--- src/rtl/apb2axi_pkg.sv ---
// Shared types, AXI constants and response decode for the apb2axi_32_64 bridge.
package apb2axi_pkg;

  localparam int unsigned APB_DATA_W = 32;
  localparam int unsigned AXI_DATA_W = 64;
  localparam int unsigned AXI_STRB_W = AXI_DATA_W / 8;

  localparam logic [2:0] AXI_SIZE_32B         = 3'd2;
  localparam logic [1:0] AXI_BURST_INCR       = 2'b01;
  localparam logic [3:0] AXI_CACHE_MODIFIABLE = 4'b0010;

  typedef enum logic [2:0] {
    IDLE,
    WR_REQ,
    WR_RESP,
    RD_REQ,
    RD_RESP,
    DONE
  } apb2axi_state_e;

  // SLVERR (2'b10) and DECERR (2'b11) are errors; OKAY and EXOKAY are not.
  function automatic logic resp_is_err(input logic [1:0] resp);
    return (resp == 2'b10) || (resp == 2'b11);
  endfunction

endpackage

--- src/rtl/apb2axi_32_64_if.sv ---
// APB3 completer + AXI4 manager signal bundle for apb2axi_32_64.
// slave: the bridge's view; master: the APB initiator / AXI subordinate environment.
interface apb2axi_32_64_if
  import apb2axi_pkg::*;
#(
  parameter int unsigned AXI_ADDR_WIDTH = 64,
  parameter int unsigned AXI_ID_WIDTH   = 4,
  parameter int unsigned AXI_USER_WIDTH = 1,
  parameter int unsigned APB_ADDR_WIDTH = 12
);

  // APB
  logic                      psel_i;
  logic                      penable_i;
  logic                      pwrite_i;
  logic [APB_ADDR_WIDTH-1:0] paddr_i;
  logic [APB_DATA_W-1:0]     pwdata_i;
  logic [3:0]                pstrb_i;
  logic [APB_DATA_W-1:0]     prdata_o;
  logic                      pready_o;
  logic                      pslverr_o;

  // AXI write address
  logic [AXI_ID_WIDTH-1:0]   aw_id_o;
  logic [AXI_ADDR_WIDTH-1:0] aw_addr_o;
  logic [7:0]                aw_len_o;
  logic [2:0]                aw_size_o;
  logic [1:0]                aw_burst_o;
  logic                      aw_lock_o;
  logic [3:0]                aw_cache_o;
  logic [2:0]                aw_prot_o;
  logic [3:0]                aw_qos_o;
  logic [3:0]                aw_region_o;
  logic [AXI_USER_WIDTH-1:0] aw_user_o;
  logic                      aw_valid_o;
  logic                      aw_ready_i;

  // AXI write data
  logic [AXI_DATA_W-1:0]     w_data_o;
  logic [AXI_STRB_W-1:0]     w_strb_o;
  logic                      w_last_o;
  logic [AXI_USER_WIDTH-1:0] w_user_o;
  logic                      w_valid_o;
  logic                      w_ready_i;

  // AXI write response
  logic [AXI_ID_WIDTH-1:0]   b_id_i;
  logic [1:0]                b_resp_i;
  logic [AXI_USER_WIDTH-1:0] b_user_i;
  logic                      b_valid_i;
  logic                      b_ready_o;

  // AXI read address
  logic [AXI_ID_WIDTH-1:0]   ar_id_o;
  logic [AXI_ADDR_WIDTH-1:0] ar_addr_o;
  logic [7:0]                ar_len_o;
  logic [2:0]                ar_size_o;
  logic [1:0]                ar_burst_o;
  logic                      ar_lock_o;
  logic [3:0]                ar_cache_o;
  logic [2:0]                ar_prot_o;
  logic [3:0]                ar_qos_o;
  logic [3:0]                ar_region_o;
  logic [AXI_USER_WIDTH-1:0] ar_user_o;
  logic                      ar_valid_o;
  logic                      ar_ready_i;

  // AXI read data
  logic [AXI_ID_WIDTH-1:0]   r_id_i;
  logic [AXI_DATA_W-1:0]     r_data_i;
  logic [1:0]                r_resp_i;
  logic                      r_last_i;
  logic [AXI_USER_WIDTH-1:0] r_user_i;
  logic                      r_valid_i;
  logic                      r_ready_o;

  modport slave (
    input  psel_i, penable_i, pwrite_i, paddr_i, pwdata_i, pstrb_i,
    output prdata_o, pready_o, pslverr_o,
    output aw_id_o, aw_addr_o, aw_len_o, aw_size_o, aw_burst_o, aw_lock_o,
           aw_cache_o, aw_prot_o, aw_qos_o, aw_region_o, aw_user_o, aw_valid_o,
    input  aw_ready_i,
    output w_data_o, w_strb_o, w_last_o, w_user_o, w_valid_o,
    input  w_ready_i,
    input  b_id_i, b_resp_i, b_user_i, b_valid_i,
    output b_ready_o,
    output ar_id_o, ar_addr_o, ar_len_o, ar_size_o, ar_burst_o, ar_lock_o,
           ar_cache_o, ar_prot_o, ar_qos_o, ar_region_o, ar_user_o, ar_valid_o,
    input  ar_ready_i,
    input  r_id_i, r_data_i, r_resp_i, r_last_i, r_user_i, r_valid_i,
    output r_ready_o
  );

  modport master (
    output psel_i, penable_i, pwrite_i, paddr_i, pwdata_i, pstrb_i,
    input  prdata_o, pready_o, pslverr_o,
    input  aw_id_o, aw_addr_o, aw_len_o, aw_size_o, aw_burst_o, aw_lock_o,
           aw_cache_o, aw_prot_o, aw_qos_o, aw_region_o, aw_user_o, aw_valid_o,
    output aw_ready_i,
    input  w_data_o, w_strb_o, w_last_o, w_user_o, w_valid_o,
    output w_ready_i,
    output b_id_i, b_resp_i, b_user_i, b_valid_i,
    input  b_ready_o,
    input  ar_id_o, ar_addr_o, ar_len_o, ar_size_o, ar_burst_o, ar_lock_o,
           ar_cache_o, ar_prot_o, ar_qos_o, ar_region_o, ar_user_o, ar_valid_o,
    output ar_ready_i,
    output r_id_i, r_data_i, r_resp_i, r_last_i, r_user_i, r_valid_i,
    input  r_ready_o
  );

endinterface

--- src/rtl/apb2axi_32_64.sv ---
// APB3 completer to 64-bit AXI4 manager bridge: one single-beat AXI transaction per
// APB transfer, one outstanding at a time. All bus outputs are registered.
// Optional: define APB2AXI_PSTRB_EN to honour APB4 pstrb instead of full-word strobes.
module apb2axi_32_64
  import apb2axi_pkg::*;
#(
  parameter int unsigned               AXI_ADDR_WIDTH = 64,
  parameter int unsigned               AXI_ID_WIDTH   = 4,
  parameter int unsigned               AXI_USER_WIDTH = 1,
  parameter int unsigned               AXI_ID         = 0,
  parameter int unsigned               APB_ADDR_WIDTH = 12,
  parameter logic [AXI_ADDR_WIDTH-1:0] AXI_BASE_ADDR  = '0
) (
  input logic              clk_i,
  input logic              rst_i,
  apb2axi_32_64_if.slave   bus
);

  apb2axi_state_e state_q, state_d;

  logic aw_done_q, aw_done_d;
  logic w_done_q, w_done_d;
  logic aw_valid_q, aw_valid_d;
  logic w_valid_q, w_valid_d;
  logic ar_valid_q, ar_valid_d;
  logic b_ready_q, b_ready_d;
  logic r_ready_q, r_ready_d;
  logic pready_q, pready_d;
  logic pslverr_q, pslverr_d;

  logic [APB_DATA_W-1:0]     prdata_q, prdata_d;
  logic [AXI_DATA_W-1:0]     w_data_q, w_data_d;
  logic [AXI_STRB_W-1:0]     w_strb_q, w_strb_d;
  logic [AXI_ADDR_WIDTH-1:0] aw_addr_q, aw_addr_d;
  logic [AXI_ADDR_WIDTH-1:0] ar_addr_q, ar_addr_d;

  logic [APB_ADDR_WIDTH-1:0] paddr_c;
  logic [AXI_ADDR_WIDTH-1:0] addr_c;
  logic                      lane_c;
  logic                      setup_c;
  logic [AXI_STRB_W-1:0]     wr_strb_c;
  logic                      aw_fire_c, w_fire_c, b_fire_c, ar_fire_c, r_fire_c;

  // Address translation and handshake decode
  assign paddr_c   = bus.paddr_i;
  assign addr_c    = AXI_BASE_ADDR + AXI_ADDR_WIDTH'(paddr_c);
  assign lane_c    = addr_c[2];
  assign setup_c   = bus.psel_i & ~bus.penable_i;
  assign aw_fire_c = aw_valid_q & bus.aw_ready_i;
  assign w_fire_c  = w_valid_q & bus.w_ready_i;
  assign b_fire_c  = b_ready_q & bus.b_valid_i;
  assign ar_fire_c = ar_valid_q & bus.ar_ready_i;
  assign r_fire_c  = r_ready_q & bus.r_valid_i;

  // Write strobe for the selected 32-bit lane
`ifdef APB2AXI_PSTRB_EN
  assign wr_strb_c = lane_c ? {bus.pstrb_i, 4'h0} : {4'h0, bus.pstrb_i};
`else
  assign wr_strb_c = lane_c ? 8'hF0 : 8'h0F;
  logic unused_pstrb_c;
  assign unused_pstrb_c = ^bus.pstrb_i;
`endif

  // IDs, r_last and user returns carry no information with one transaction in flight
  logic unused_resp_c;
  assign unused_resp_c = ^{bus.b_id_i, bus.b_user_i, bus.r_id_i, bus.r_last_i, bus.r_user_i};

  // State and registered outputs
  always_ff @(posedge clk_i or posedge rst_i) begin
    if (rst_i) begin
      state_q    <= IDLE;
      aw_done_q  <= 1'b0;
      w_done_q   <= 1'b0;
      aw_valid_q <= 1'b0;
      w_valid_q  <= 1'b0;
      ar_valid_q <= 1'b0;
      b_ready_q  <= 1'b0;
      r_ready_q  <= 1'b0;
      pready_q   <= 1'b0;
      pslverr_q  <= 1'b0;
      prdata_q   <= '0;
      w_data_q   <= '0;
      w_strb_q   <= '0;
      aw_addr_q  <= '0;
      ar_addr_q  <= '0;
    end else begin
      state_q    <= state_d;
      aw_done_q  <= aw_done_d;
      w_done_q   <= w_done_d;
      aw_valid_q <= aw_valid_d;
      w_valid_q  <= w_valid_d;
      ar_valid_q <= ar_valid_d;
      b_ready_q  <= b_ready_d;
      r_ready_q  <= r_ready_d;
      pready_q   <= pready_d;
      pslverr_q  <= pslverr_d;
      prdata_q   <= prdata_d;
      w_data_q   <= w_data_d;
      w_strb_q   <= w_strb_d;
      aw_addr_q  <= aw_addr_d;
      ar_addr_q  <= ar_addr_d;
    end
  end

  // Next-state decode; a captured transfer always runs to completion on AXI
  always_comb begin
    state_d = state_q;
    case (state_q)
      IDLE:    if (setup_c) state_d = bus.pwrite_i ? WR_REQ : RD_REQ;
      WR_REQ:  if ((aw_done_q | aw_fire_c) & (w_done_q | w_fire_c)) state_d = WR_RESP;
      WR_RESP: if (b_fire_c) state_d = DONE;
      RD_REQ:  if (ar_fire_c) state_d = RD_RESP;
      RD_RESP: if (r_fire_c) state_d = DONE;
      DONE:    state_d = IDLE;
      default: state_d = IDLE;
    endcase
  end

  // Next values of the registered outputs, decoded from the upcoming state
  always_comb begin
    aw_done_d  = 1'b0;
    w_done_d   = 1'b0;
    pslverr_d  = pslverr_q;
    prdata_d   = prdata_q;
    w_data_d   = w_data_q;
    w_strb_d   = w_strb_q;
    aw_addr_d  = aw_addr_q;
    ar_addr_d  = ar_addr_q;

    if (state_q == WR_REQ) begin
      aw_done_d = aw_done_q | aw_fire_c;
      w_done_d  = w_done_q | w_fire_c;
    end

    if ((state_q == IDLE) && setup_c) begin
      pslverr_d = 1'b0;
      if (bus.pwrite_i) begin
        aw_addr_d = addr_c;
        w_data_d  = {bus.pwdata_i, bus.pwdata_i};
        w_strb_d  = wr_strb_c;
      end else begin
        ar_addr_d = addr_c;
      end
    end

    if (b_fire_c) pslverr_d = resp_is_err(bus.b_resp_i);
    if (r_fire_c) begin
      pslverr_d = resp_is_err(bus.r_resp_i);
      prdata_d  = ar_addr_q[2] ? bus.r_data_i[63:32] : bus.r_data_i[31:0];
    end

    aw_valid_d = (state_d == WR_REQ) & ~aw_done_d;
    w_valid_d  = (state_d == WR_REQ) & ~w_done_d;
    ar_valid_d = (state_d == RD_REQ);
    b_ready_d  = (state_d == WR_RESP);
    r_ready_d  = (state_d == RD_RESP);
    pready_d   = (state_d == DONE);
  end

  // Output wiring
  assign bus.prdata_o    = prdata_q;
  assign bus.pready_o    = pready_q;
  assign bus.pslverr_o   = pslverr_q;

  assign bus.aw_id_o     = AXI_ID_WIDTH'(AXI_ID);
  assign bus.aw_addr_o   = aw_addr_q;
  assign bus.aw_len_o    = 8'd0;
  assign bus.aw_size_o   = AXI_SIZE_32B;
  assign bus.aw_burst_o  = AXI_BURST_INCR;
  assign bus.aw_lock_o   = 1'b0;
  assign bus.aw_cache_o  = AXI_CACHE_MODIFIABLE;
  assign bus.aw_prot_o   = 3'b000;
  assign bus.aw_qos_o    = 4'h0;
  assign bus.aw_region_o = 4'h0;
  assign bus.aw_user_o   = AXI_USER_WIDTH'(0);
  assign bus.aw_valid_o  = aw_valid_q;

  assign bus.w_data_o    = w_data_q;
  assign bus.w_strb_o    = w_strb_q;
  assign bus.w_last_o    = 1'b1;
  assign bus.w_user_o    = AXI_USER_WIDTH'(0);
  assign bus.w_valid_o   = w_valid_q;

  assign bus.b_ready_o   = b_ready_q;

  assign bus.ar_id_o     = AXI_ID_WIDTH'(AXI_ID);
  assign bus.ar_addr_o   = ar_addr_q;
  assign bus.ar_len_o    = 8'd0;
  assign bus.ar_size_o   = AXI_SIZE_32B;
  assign bus.ar_burst_o  = AXI_BURST_INCR;
  assign bus.ar_lock_o   = 1'b0;
  assign bus.ar_cache_o  = AXI_CACHE_MODIFIABLE;
  assign bus.ar_prot_o   = 3'b000;
  assign bus.ar_qos_o    = 4'h0;
  assign bus.ar_region_o = 4'h0;
  assign bus.ar_user_o   = AXI_USER_WIDTH'(0);
  assign bus.ar_valid_o  = ar_valid_q;

  assign bus.r_ready_o   = r_ready_q;

endmodule

--- src/flat_wrapper.sv ---
// flat-port wrapper written by rule: the top's interface ports become plain ports
module apb2axi_32_64_flat import apb2axi_pkg::*;
#(
  parameter int unsigned               AXI_ADDR_WIDTH = 64,
  parameter int unsigned               AXI_ID_WIDTH   = 4,
  parameter int unsigned               AXI_USER_WIDTH = 1,
  parameter int unsigned               AXI_ID         = 0,
  parameter int unsigned               APB_ADDR_WIDTH = 12,
  parameter logic [AXI_ADDR_WIDTH-1:0] AXI_BASE_ADDR  = '0
)
  (clk_i, rst_i, bus_psel_i, bus_penable_i, bus_pwrite_i, bus_paddr_i, bus_pwdata_i, bus_pstrb_i, bus_prdata_o, bus_pready_o, bus_pslverr_o, bus_aw_id_o, bus_aw_addr_o, bus_aw_len_o, bus_aw_size_o, bus_aw_burst_o, bus_aw_lock_o, bus_aw_cache_o, bus_aw_prot_o, bus_aw_qos_o, bus_aw_region_o, bus_aw_user_o, bus_aw_valid_o, bus_aw_ready_i, bus_w_data_o, bus_w_strb_o, bus_w_last_o, bus_w_user_o, bus_w_valid_o, bus_w_ready_i, bus_b_id_i, bus_b_resp_i, bus_b_user_i, bus_b_valid_i, bus_b_ready_o, bus_ar_id_o, bus_ar_addr_o, bus_ar_len_o, bus_ar_size_o, bus_ar_burst_o, bus_ar_lock_o, bus_ar_cache_o, bus_ar_prot_o, bus_ar_qos_o, bus_ar_region_o, bus_ar_user_o, bus_ar_valid_o, bus_ar_ready_i, bus_r_id_i, bus_r_data_i, bus_r_resp_i, bus_r_last_i, bus_r_user_i, bus_r_valid_i, bus_r_ready_o);
  apb2axi_32_64_if #(.AXI_ADDR_WIDTH(AXI_ADDR_WIDTH), .AXI_ID_WIDTH(AXI_ID_WIDTH), .AXI_USER_WIDTH(AXI_USER_WIDTH), .APB_ADDR_WIDTH(APB_ADDR_WIDTH)) bus_i ();
  input logic clk_i;
  input logic rst_i;
  input wire logic [$bits(bus_i.psel_i)-1:0] bus_psel_i;
  input wire logic [$bits(bus_i.penable_i)-1:0] bus_penable_i;
  input wire logic [$bits(bus_i.pwrite_i)-1:0] bus_pwrite_i;
  input wire logic [$bits(bus_i.paddr_i)-1:0] bus_paddr_i;
  input wire logic [$bits(bus_i.pwdata_i)-1:0] bus_pwdata_i;
  input wire logic [$bits(bus_i.pstrb_i)-1:0] bus_pstrb_i;
  output wire logic [$bits(bus_i.prdata_o)-1:0] bus_prdata_o;
  output wire logic [$bits(bus_i.pready_o)-1:0] bus_pready_o;
  output wire logic [$bits(bus_i.pslverr_o)-1:0] bus_pslverr_o;
  output wire logic [$bits(bus_i.aw_id_o)-1:0] bus_aw_id_o;
  output wire logic [$bits(bus_i.aw_addr_o)-1:0] bus_aw_addr_o;
  output wire logic [$bits(bus_i.aw_len_o)-1:0] bus_aw_len_o;
  output wire logic [$bits(bus_i.aw_size_o)-1:0] bus_aw_size_o;
  output wire logic [$bits(bus_i.aw_burst_o)-1:0] bus_aw_burst_o;
  output wire logic [$bits(bus_i.aw_lock_o)-1:0] bus_aw_lock_o;
  output wire logic [$bits(bus_i.aw_cache_o)-1:0] bus_aw_cache_o;
  output wire logic [$bits(bus_i.aw_prot_o)-1:0] bus_aw_prot_o;
  output wire logic [$bits(bus_i.aw_qos_o)-1:0] bus_aw_qos_o;
  output wire logic [$bits(bus_i.aw_region_o)-1:0] bus_aw_region_o;
  output wire logic [$bits(bus_i.aw_user_o)-1:0] bus_aw_user_o;
  output wire logic [$bits(bus_i.aw_valid_o)-1:0] bus_aw_valid_o;
  input wire logic [$bits(bus_i.aw_ready_i)-1:0] bus_aw_ready_i;
  output wire logic [$bits(bus_i.w_data_o)-1:0] bus_w_data_o;
  output wire logic [$bits(bus_i.w_strb_o)-1:0] bus_w_strb_o;
  output wire logic [$bits(bus_i.w_last_o)-1:0] bus_w_last_o;
  output wire logic [$bits(bus_i.w_user_o)-1:0] bus_w_user_o;
  output wire logic [$bits(bus_i.w_valid_o)-1:0] bus_w_valid_o;
  input wire logic [$bits(bus_i.w_ready_i)-1:0] bus_w_ready_i;
  input wire logic [$bits(bus_i.b_id_i)-1:0] bus_b_id_i;
  input wire logic [$bits(bus_i.b_resp_i)-1:0] bus_b_resp_i;
  input wire logic [$bits(bus_i.b_user_i)-1:0] bus_b_user_i;
  input wire logic [$bits(bus_i.b_valid_i)-1:0] bus_b_valid_i;
  output wire logic [$bits(bus_i.b_ready_o)-1:0] bus_b_ready_o;
  output wire logic [$bits(bus_i.ar_id_o)-1:0] bus_ar_id_o;
  output wire logic [$bits(bus_i.ar_addr_o)-1:0] bus_ar_addr_o;
  output wire logic [$bits(bus_i.ar_len_o)-1:0] bus_ar_len_o;
  output wire logic [$bits(bus_i.ar_size_o)-1:0] bus_ar_size_o;
  output wire logic [$bits(bus_i.ar_burst_o)-1:0] bus_ar_burst_o;
  output wire logic [$bits(bus_i.ar_lock_o)-1:0] bus_ar_lock_o;
  output wire logic [$bits(bus_i.ar_cache_o)-1:0] bus_ar_cache_o;
  output wire logic [$bits(bus_i.ar_prot_o)-1:0] bus_ar_prot_o;
  output wire logic [$bits(bus_i.ar_qos_o)-1:0] bus_ar_qos_o;
  output wire logic [$bits(bus_i.ar_region_o)-1:0] bus_ar_region_o;
  output wire logic [$bits(bus_i.ar_user_o)-1:0] bus_ar_user_o;
  output wire logic [$bits(bus_i.ar_valid_o)-1:0] bus_ar_valid_o;
  input wire logic [$bits(bus_i.ar_ready_i)-1:0] bus_ar_ready_i;
  input wire logic [$bits(bus_i.r_id_i)-1:0] bus_r_id_i;
  input wire logic [$bits(bus_i.r_data_i)-1:0] bus_r_data_i;
  input wire logic [$bits(bus_i.r_resp_i)-1:0] bus_r_resp_i;
  input wire logic [$bits(bus_i.r_last_i)-1:0] bus_r_last_i;
  input wire logic [$bits(bus_i.r_user_i)-1:0] bus_r_user_i;
  input wire logic [$bits(bus_i.r_valid_i)-1:0] bus_r_valid_i;
  output wire logic [$bits(bus_i.r_ready_o)-1:0] bus_r_ready_o;
  assign bus_i.psel_i = bus_psel_i;
  assign bus_i.penable_i = bus_penable_i;
  assign bus_i.pwrite_i = bus_pwrite_i;
  assign bus_i.paddr_i = bus_paddr_i;
  assign bus_i.pwdata_i = bus_pwdata_i;
  assign bus_i.pstrb_i = bus_pstrb_i;
  assign bus_prdata_o = bus_i.prdata_o;
  assign bus_pready_o = bus_i.pready_o;
  assign bus_pslverr_o = bus_i.pslverr_o;
  assign bus_aw_id_o = bus_i.aw_id_o;
  assign bus_aw_addr_o = bus_i.aw_addr_o;
  assign bus_aw_len_o = bus_i.aw_len_o;
  assign bus_aw_size_o = bus_i.aw_size_o;
  assign bus_aw_burst_o = bus_i.aw_burst_o;
  assign bus_aw_lock_o = bus_i.aw_lock_o;
  assign bus_aw_cache_o = bus_i.aw_cache_o;
  assign bus_aw_prot_o = bus_i.aw_prot_o;
  assign bus_aw_qos_o = bus_i.aw_qos_o;
  assign bus_aw_region_o = bus_i.aw_region_o;
  assign bus_aw_user_o = bus_i.aw_user_o;
  assign bus_aw_valid_o = bus_i.aw_valid_o;
  assign bus_i.aw_ready_i = bus_aw_ready_i;
  assign bus_w_data_o = bus_i.w_data_o;
  assign bus_w_strb_o = bus_i.w_strb_o;
  assign bus_w_last_o = bus_i.w_last_o;
  assign bus_w_user_o = bus_i.w_user_o;
  assign bus_w_valid_o = bus_i.w_valid_o;
  assign bus_i.w_ready_i = bus_w_ready_i;
  assign bus_i.b_id_i = bus_b_id_i;
  assign bus_i.b_resp_i = bus_b_resp_i;
  assign bus_i.b_user_i = bus_b_user_i;
  assign bus_i.b_valid_i = bus_b_valid_i;
  assign bus_b_ready_o = bus_i.b_ready_o;
  assign bus_ar_id_o = bus_i.ar_id_o;
  assign bus_ar_addr_o = bus_i.ar_addr_o;
  assign bus_ar_len_o = bus_i.ar_len_o;
  assign bus_ar_size_o = bus_i.ar_size_o;
  assign bus_ar_burst_o = bus_i.ar_burst_o;
  assign bus_ar_lock_o = bus_i.ar_lock_o;
  assign bus_ar_cache_o = bus_i.ar_cache_o;
  assign bus_ar_prot_o = bus_i.ar_prot_o;
  assign bus_ar_qos_o = bus_i.ar_qos_o;
  assign bus_ar_region_o = bus_i.ar_region_o;
  assign bus_ar_user_o = bus_i.ar_user_o;
  assign bus_ar_valid_o = bus_i.ar_valid_o;
  assign bus_i.ar_ready_i = bus_ar_ready_i;
  assign bus_i.r_id_i = bus_r_id_i;
  assign bus_i.r_data_i = bus_r_data_i;
  assign bus_i.r_resp_i = bus_r_resp_i;
  assign bus_i.r_last_i = bus_r_last_i;
  assign bus_i.r_user_i = bus_r_user_i;
  assign bus_i.r_valid_i = bus_r_valid_i;
  assign bus_r_ready_o = bus_i.r_ready_o;
  apb2axi_32_64 #(.AXI_ADDR_WIDTH(AXI_ADDR_WIDTH), .AXI_ID_WIDTH(AXI_ID_WIDTH), .AXI_USER_WIDTH(AXI_USER_WIDTH), .AXI_ID(AXI_ID), .APB_ADDR_WIDTH(APB_ADDR_WIDTH), .AXI_BASE_ADDR(AXI_BASE_ADDR)) u_core (.clk_i(clk_i), .rst_i(rst_i), .bus(bus_i));
endmodule
--- config.mk ---
export PLATFORM = sky130hd
export DESIGN_NAME = apb2axi_32_64_flat
export DESIGN_NICKNAME = d
export VERILOG_FILES = /design/src/rtl/apb2axi_pkg.sv /design/src/rtl/apb2axi_32_64_if.sv /design/src/rtl/apb2axi_32_64.sv /design/src/flat_wrapper.sv
export SDC_FILE = /design/constraint.sdc
export NUM_CORES = 1
export LEC_CHECK = 0
export CAP_MARGIN = 10
export CELL_PAD_IN_SITES_DETAIL_PLACEMENT = 1
export CELL_PAD_IN_SITES_GLOBAL_PLACEMENT = 1
export CORE_AREA = 2 2 173 175
export DETAILED_ROUTE_END_ITERATION = 7
export DIE_AREA = 0 0 175 177
export GPL_TIMING_DRIVEN = 0
export HOLD_SLACK_MARGIN = 0.12
export PLACE_DENSITY_LB_ADDON = 0.25
export SETUP_SLACK_MARGIN = 0.05
export SYNTH_ARGS = -nofsm -noshare
export SYNTH_HDL_FRONTEND = slang
export SYNTH_SLANG_ARGS = --single-unit
--- constraint.sdc ---
create_clock -name clk_i -period 7.1 [get_ports clk_i]
set_clock_uncertainty 0.15 [all_clocks]
set_input_delay 1.42 -clock clk_i [delete_from_list [all_inputs] [get_ports clk_i]]
set_output_delay 1.42 -clock clk_i [all_outputs]
set_load 0.01 [all_outputs]
# Word level (Yosys, flattened, before mapping)
# Index checks and enable logic that the tools add are counted.
[word_totals]
register_bits = 140
in_bits = 137
elab_cells = 64
output_inout_bits = 309
[op_classes]
n_eq_ne = 13
n_mux = 14
reduce_logical = 7
n_bitwise = 15
[op_table]
columns = ["operator", "n"]
rows = [
  ["$mux W32", 1],
  ["$mux W3", 5],
  ["$pmux W3 S5", 1],
  ["$eq A3 B2 Y1 const B", 4],
  ["$and A1 B1 Y1", 9],
  ["$eq A3 B3 Y1 const B", 3],
  ["$eq A2 B2 Y1 const B", 4],
  ["$mux W8", 1],
  ["$eq A3 B1 Y1 const B", 2],
  ["$mux W1", 5],
  ["$not A1 Y1", 4],
  ["$reduce_and A2 Y1", 2],
  ["$logic_not A3 Y1", 1],
  ["$reduce_bool A3 Y1", 1],
  ["$logic_or A1 B1 Y1", 2],
  ["$mux W2", 1],
  ["$or A1 B1 Y1", 2],
  ["$logic_and A1 B1 Y1", 1],
]

# Logic depth before layout (Yosys ltp)
# Gate-level depths: netlist (run 1).
[logic_depth]
depth_word = 7
mapped_depth = 6
depth_no_buf = 4

# Worst setup path before layout (run 1)
# Ideal clock, no wire load.
[synth_path]
path_kind = "input to register"
startpoint = "input port bus_penable_i"
endpoint = "register u_core.aw_addr_q[10] (netlist: u_core.bus.aw_addr_o[10])"
stages = 5
path_slack_ns = 4.458
t_arrival_ns = 2.367
path_buffers = 2
required_ns = 6.825
setup_time_ns = 0.125
path_cell_list = "nor4b_4 nand3b_1 buf_4 buf_6 mux2_4"
[synth_via]
elab_chain_len = 4
[synth_rtl]
columns = ["item", "line", "source"]
rows = [
  ["from (decl)", "flat_wrapper.sv:16", "input wire logic [$bits(bus_i.penable_i)-1:0] bus_penable_i;"],
  ["$not A1 Y1", "apb2axi_32_64.sv:48", "assign setup_c = bus.psel_i & ~bus.penable_i;"],
  ["$and A1 B1 Y1", "apb2axi_32_64.sv:48", ""],
  ["$logic_and A1 B1 Y1", "apb2axi_32_64.sv:135", "if ((state_q == IDLE) && setup_c) begin"],
  ["$reduce_and A2 Y1 (no source line)", "--", ""],
  ["to (signal assigned)", "apb2axi_32_64.sv:100", "aw_addr_q <= aw_addr_d;"],
  ["to (decl)", "apb2axi_32_64.sv:34", "logic [AXI_ADDR_WIDTH-1:0] aw_addr_q, aw_addr_d;"],
]
# No other way between the ends.
# A chain may end at the register's enable or synchronous reset.

# Final worst setup path (run 1)
[layout_path]
startpoint = "input port bus_r_valid_i"
endpoint = "register u_core.prdata_q[10] (netlist: u_core.bus.prdata_o[10])"
[layout_via]
elab_chain_len = 1
[layout_rtl]
columns = ["item", "line", "source"]
rows = [
  ["from (decl)", "flat_wrapper.sv:66", "input wire logic [$bits(bus_i.r_valid_i)-1:0] bus_r_valid_i;"],
  ["$and A1 B1 Y1", "apb2axi_32_64.sv:53", "assign r_fire_c = r_ready_q & bus.r_valid_i;"],
  ["to (signal assigned)", "apb2axi_32_64.sv:97", "prdata_q <= prdata_d;"],
  ["to (decl)", "apb2axi_32_64.sv:31", "logic [APB_DATA_W-1:0] prdata_q, prdata_d;"],
]
# No other way between the ends.

==> results of run 1 <==
power by group:
part | internal (µW) | switching, µW | leakage [µW]
Combinational | 1170 | 711 | 0.00359
Clock | 245 | 249 | 0.000140
Sequential | 841 | 184 | 0.00125
Total | 2260 | 1140 | 0.00498
worst paths after layout:
kind | from | to | slack (ns) | cells after the start
setup / recovery | bus_r_valid_i | u_core.bus.prdata_o[10] | 3.81 | 6
hold / removal | u_core.bus.ar_addr_o[4] | u_core.bus.ar_addr_o[4] | 0.36 | 1
setup reg to reg | u_core.bus.r_ready_o | u_core.bus.prdata_o[10] | 4.96 | 5
hold reg to reg | u_core.bus.ar_addr_o[4] | u_core.bus.ar_addr_o[4] | 0.36 | 1
max in group asynchronous | rst_i | u_core.bus.ar_valid_o | 4.74 | 3
min in group asynchronous | rst_i | u_core.bus.w_data_o[47] | 1.31 | 2
placed cells by master (no fill, tap or decap), types with 2 or more instances in the layout:
master / n
buf_4: 214
inv_1: 2
nand2_1: 7
a21o_1: 3
mux2_4: 38
dfrtp_1: 101
buf_2: 5
nand3_1: 3
buf_6: 4
o21ai_0: 4
mux2_2: 14
nor2_1: 36
conb_1: 174
clkdlybuf4s50_1: 254
mux2i_1: 32
clkbuf_1: 10
inv_6: 3
nor3b_1: 3
clkbuf_16: 9
a21oi_1: 34
and2_1: 2
mux2_1: 4
logic make-up (layout without fill, tap and decap cells):
logic type      after synthesis  count (layout)  share of synthesized area
compound gates               44              44                     0.0404
mux                          88              88                      0.186
other cells                   2             174                    0.00128
buf+inv                     235             506                      0.293
simple gates                 59              59                     0.0494
flops                       101             101                      0.430
layout make-up:
cell class	instances	area (µm²)
fillers	3366	19400
repair buffers	255	2570
flip-flops and latches	101	2530
multi-input cells	365	2270
plain buffers	232	1710
well taps	390	488
clock buffers	10	229
clock inverters	6	51.3
inverters	3	13.8
state kept, by name, summed over array words and instances (netlist names):
| name | cells |
|---|---|
| u_core.bus.prdata_o | 32 |
| u_core.bus.r_ready_o | 1 |
| u_core.bus.w_data_o | 32 |
| u_core.bus.ar_valid_o | 1 |
| u_core.bus.aw_addr_o | 11 |
| u_core.bus.pready_o | 1 |
| u_core.bus.w_valid_o | 1 |
| u_core.state_q | 3 |
| u_core.bus.pslverr_o | 1 |
| u_core.w_done_q | 1 |
| u_core.bus.b_ready_o | 1 |
| u_core.bus.aw_valid_o | 1 |
| u_core.bus.ar_addr_o | 12 |
| u_core.bus.w_strb_o | 2 |
| u_core.aw_done_q | 1 |
metal layers:
| layer | vias to the layer above | share of wire | GRT usage | routed length, µm |
|---|---|---|---|---|
| met3 | 10 | 0.076 | 0.0266 | 1430 |
| li1 | 2232 | - | - | - |
| met4 | 0 | 0.011 | 0.0344 | 199 |
| met1 | 2152 | 0.39 | 0.139 | 7330 |
| met2 | 222 | 0.52 | 0.214 | 9770 |
| met5 | - | 0 | 0 | 0 |
worst max-delay path: stages:
cell and delay (ns):
clkdlybuf4s50_1 0.45, and2_1 0.11, clkbuf_1 0.27, clkbuf_1 0.43, clkbuf_1 0.51, a21oi_1 0.14
per-stage QoR:
stage	hold slack, ns	util	worst slack, ns	std cells
floorplan	0.362	-	2.88	701
global placement	0.326	0.327	0.863	1345
detailed placement	0.337	0.328	3.39	1346
CTS	0.356	0.337	3.76	1362
global route	0.374	0.337	3.58	1362
finish	0.356	0.337	3.81	1362
==> impl_metrics.yaml, run 1 <==
drt:
  avgRoutedWirePerCell_um: 13.7
  routed_wl_um: 18700
  antenna_left: 0
  num_vias: 4616
  drc: 0
  first_pass_iters: 4
  vias_per_cell: 3.39
  drt_iter0_markers: 112
clocking:
  cts_root_buf: "clkbuf_16"
  insertion_delay_ns: 0.35
  htreeDepth: 3
  cts_made_buffers: 9
  cts_setup_buffers: 0
  cts_tree: "yes"
  path_clk_slew_ns: 0.08
  cts.path.max_buffers: 2
  cts_sinks: 101
  ctsHoldBuffers: 0
  cts_resized: 0
logic_synthesis:
  syn_area_um2: 5880
  yosysMostFrequentCell: "buf_4"
  avgSynthCellArea_um2: 11.1
  ys_seq_area_frac: 0.430
  synth_top_area_cell: "dfrtp_1"
  synth.area.top_cells: "dfrtp_1, buf_4, mux2_4"
  synth_flop_cell: "dfrtp_1"
  ys_ff_latch: 101
  synthArstFlopShare: 1.00
  synthTopCellsByCount: "buf_4, dfrtp_1, mux2_4"
  synth.distinct_cells: 30
  ys_warn_count: 0
  synth.top_cell.area_share: 0.430
  synth_cells: 529
  synth_enable_flop_cells: 0
placed_design:
  dpl_cell_area_um2: 9580
  hpwl_um: 15500
  port_buffers: 254
  gp_congestion: 0.695
sta:
  rsz0062_at_grt: "no"
  fmaxAchievable_mhz: 304
  finalHoldViolCount: 0
  max-slew-margin-rel: 0.615
  post-route-min-period_ns: 3.29
  setup_viol: 0
  post-route-period-util: 0.464
  max_slew.worst_pin.slew_ns: 0.578
  final.setup.tns_ns: 0
  final_max_slew_viol_count: 0
global_route:
  grt_max_degree: 63
  grtUsageTotal: 0.118
  grt_pass1_vias: 4670
  grt_pass1_wl_um: 28000
  antenna_found_initial: 0
  grt_remaining_overflow: 0
floorplan:
  die_w_um: 175
  core_area_um2: 29200
  num_rows: 63
  die-area_um2: 31000
  chipHeight_um: 177
  start_util: 0.201
  ios: 446
final_layout:
  area_delta_synth_final_pct: 67.8
  final_nets: 1104
  diodes: 0
  drive_gt1_frac: 0.302
  post-route-cell-area_um2: 9860
critical_path:
  start_kind: "input port"
  crit_required_ns: 7.14
  critPathCaptureType: "flop"
  cp_data_arrival_time_ns: 3.34
  crit_type: "in -> reg"
  worst-path-max-fanout: 10
min_path:
  min_path_type: "reg -> reg"
outcome:
  status: "complete, no violations"
pwr:
  leakagePower_uw: 0.00498
  power_uw: 3400
  powerDensity_nw_per_um2: 345
  peakVddDrop_v: 0.000114
run:
  max-cap-violations: 0
Note: power is estimated with default switching activity, not from simulation.
==> inputs of run 2 (changes only) <==
--- a/config.mk
+++ b/config.mk
@@ -8,9 +8,9 @@
 export CAP_MARGIN = 10
 export CELL_PAD_IN_SITES_DETAIL_PLACEMENT = 1
 export CELL_PAD_IN_SITES_GLOBAL_PLACEMENT = 1
-export CORE_AREA = 2 2 173 175
+export CORE_AREA = 2 2 172 174
 export DETAILED_ROUTE_END_ITERATION = 7
-export DIE_AREA = 0 0 175 177
+export DIE_AREA = 0 0 174 176
 export GPL_TIMING_DRIVEN = 0
 export HOLD_SLACK_MARGIN = 0.12
 export PLACE_DENSITY_LB_ADDON = 0.25
==> constraint.sdc (replaced) <==
create_clock -name clk_i -period 3 [get_ports clk_i]
set_clock_uncertainty 0.15 [all_clocks]
set_input_delay 0.6 -clock clk_i [delete_from_list [all_inputs] [get_ports clk_i]]
set_output_delay 0.6 -clock clk_i [all_outputs]
set_load 0.01 [all_outputs]
==> run 2 against run 1 <==
First-iteration DRC count shrank 27%; wire length grew 3.1%; final cell count shrank 0.37%; clock-buffer cell count grew 1; flip-flop and latch count is the same; die area shrank 1.1%; critical path depth is the same; total power grew 140%; critical path type unchanged.
==> impl_metrics.yaml, run 2 (synthesized netlist as in run 1, its figures left out) <==
final_layout:
  final_cell_mix: "clkdlybuf4s50_1, buf_4, conb_1"
  final_nets: 1105
  area_delta_synth_final_pct: 68.1
  diodes: 0
  drive_gt1_frac: 0.302
  post-route-cell-area_um2: 9880
  final_common_cell: "clkdlybuf4s50_1"
  fin_cells: 1357
clocking:
  path_clk_slew_ns: 0.08
  ctsHoldBuffers: 0
  cts_sinks: 101
  insertion_delay_ns: 0.34
  cts_tree: "yes"
  cts_setup_buffers: 0
  cts.path.max_buffers: 2
  htreeDepth: 3
  cts_resized: 0
  cts_root_buf: "clkbuf_16"
  cts_made_buffers: 9
placed_design:
  port_buffers: 254
  hpwl_um: 16100
  gp_congestion: 0.699
  dp.cells: 1341
  dpl_cell_area_um2: 9590
drt:
  avgRoutedWirePerCell_um: 14.2
  first_pass_iters: 4
  num_vias: 4625
  drt_iter0_markers: 82
  routed_wl_um: 19300
  drc: 0
  antenna_left: 0
  vias_per_cell: 3.41
floorplan:
  ios: 446
  start_util: 0.206
  core_area_um2: 28500
  num_rows: 62
  chipHeight_um: 176
  die-area_um2: 30600
  die_w_um: 174
critical_path:
  critPathCaptureType: "flop"
  start_kind: "input port"
  worst-path-max-fanout: 10
  crit_type: "in -> reg"
  cp_data_arrival_time_ns: 2.52
  crit_required_ns: 3.04
sta:
  post-route-min-period_ns: 2.47
  max_slew.worst_pin.slew_ns: 0.904
  setup_viol: 0
  finalHoldViolCount: 0
  max-slew-margin-rel: 0.396
  post-route-period-util: 0.825
  rsz0062_at_grt: "no"
  fmaxAchievable_mhz: 404
  final_max_slew_viol_count: 0
global_route:
  grt_pass1_wl_um: 28900
  antenna_found_initial: 1
  grt_pass1_vias: 4737
  grt_remaining_overflow: 0
  grtUsageTotal: 0.123
  grt_max_degree: 38
outcome:
  status: "complete, no violations"
pwr:
  peakVddDrop_v: 0.000311
  power_frac_clock: 0.149
  leakagePower_uw: 0.00498
  p_seq_frac: 0.299
  power_uw: 8120
  p_sw_frac: 0.332
  power.share.combinational: 0.552
  powerDensity_nw_per_um2: 822
  switching_power_uw: 2700
  p_int_uw: 5420
min_path:
  min_path_type: "reg -> reg"
run:
  max-cap-violations: 0
[run 2: layout make-up]
cell class / count / area, µm²
clock buffer: 11 / 233
tap: 384 / 480
buffer: 232 / 1710
clock inverter: 5 / 60.1
inverter: 3 / 15.0
sequential: 101 / 2530
fill: 3314 / 18700
multi-input combinational: 365 / 2270
timing repair buffer: 256 / 2580
[run 2: power by group through the flow]
stage,registers (µW),logic (µW),clock network (µW)
detailed placement,2470,4550,0
global placement,2440,4480,0
CTS,2440,4560,1280
floorplan,2670,1930,0
global route,2530,4810,1320
finish,2430,4480,1210
[run 2: worst paths after layout]
kind                                         start  cells past startpoint  slack, ns                 endpoint
min reg2reg                u_core.bus.ar_addr_o[3]                      1       0.35  u_core.bus.ar_addr_o[3]
max in group asynchronous                    rst_i                      3       1.39   u_core.bus.prdata_o[2]
max reg2reg                   u_core.bus.r_ready_o                      5       0.88     u_core.bus.pslverr_o
max                                  bus_r_valid_i                      6       0.53     u_core.bus.pslverr_o
min                        u_core.bus.ar_addr_o[3]                      1       0.35  u_core.bus.ar_addr_o[3]
min in group asynchronous                    rst_i                      2       0.63  u_core.bus.w_data_o[55]
[run 2: per-layer routing]
layer	vias up	GRT usage	part of all wire
li1	2232	-	-
met1	2166	0.138	0.37
met2	211	0.225	0.53
met3	14	0.0351	0.085
met4	2	0.0357	0.014
met5	-	0	0.00067
[run 2: critical path, cell delays in order]
cell and delay [ns]:
clkdlybuf4s50_1 0.45, and2_1 0.11, clkbuf_1 0.30, clkbuf_1 0.40
clkbuf_1 0.47, o21ai_0 0.19
[run 2: metrics by stage]
stage                     utilization  hold WS, ns  setup slack [ns]  TNS, ns
final                           0.346        0.345             0.525        0
after detailed placement        0.336        0.332            0.0795        0
after floorplan                     -        0.362              1.05        0
after CTS                       0.346        0.350             0.440        0
after global routing            0.346        0.377             0.333        0
after global placement          0.335        0.327            -0.251   -24.30
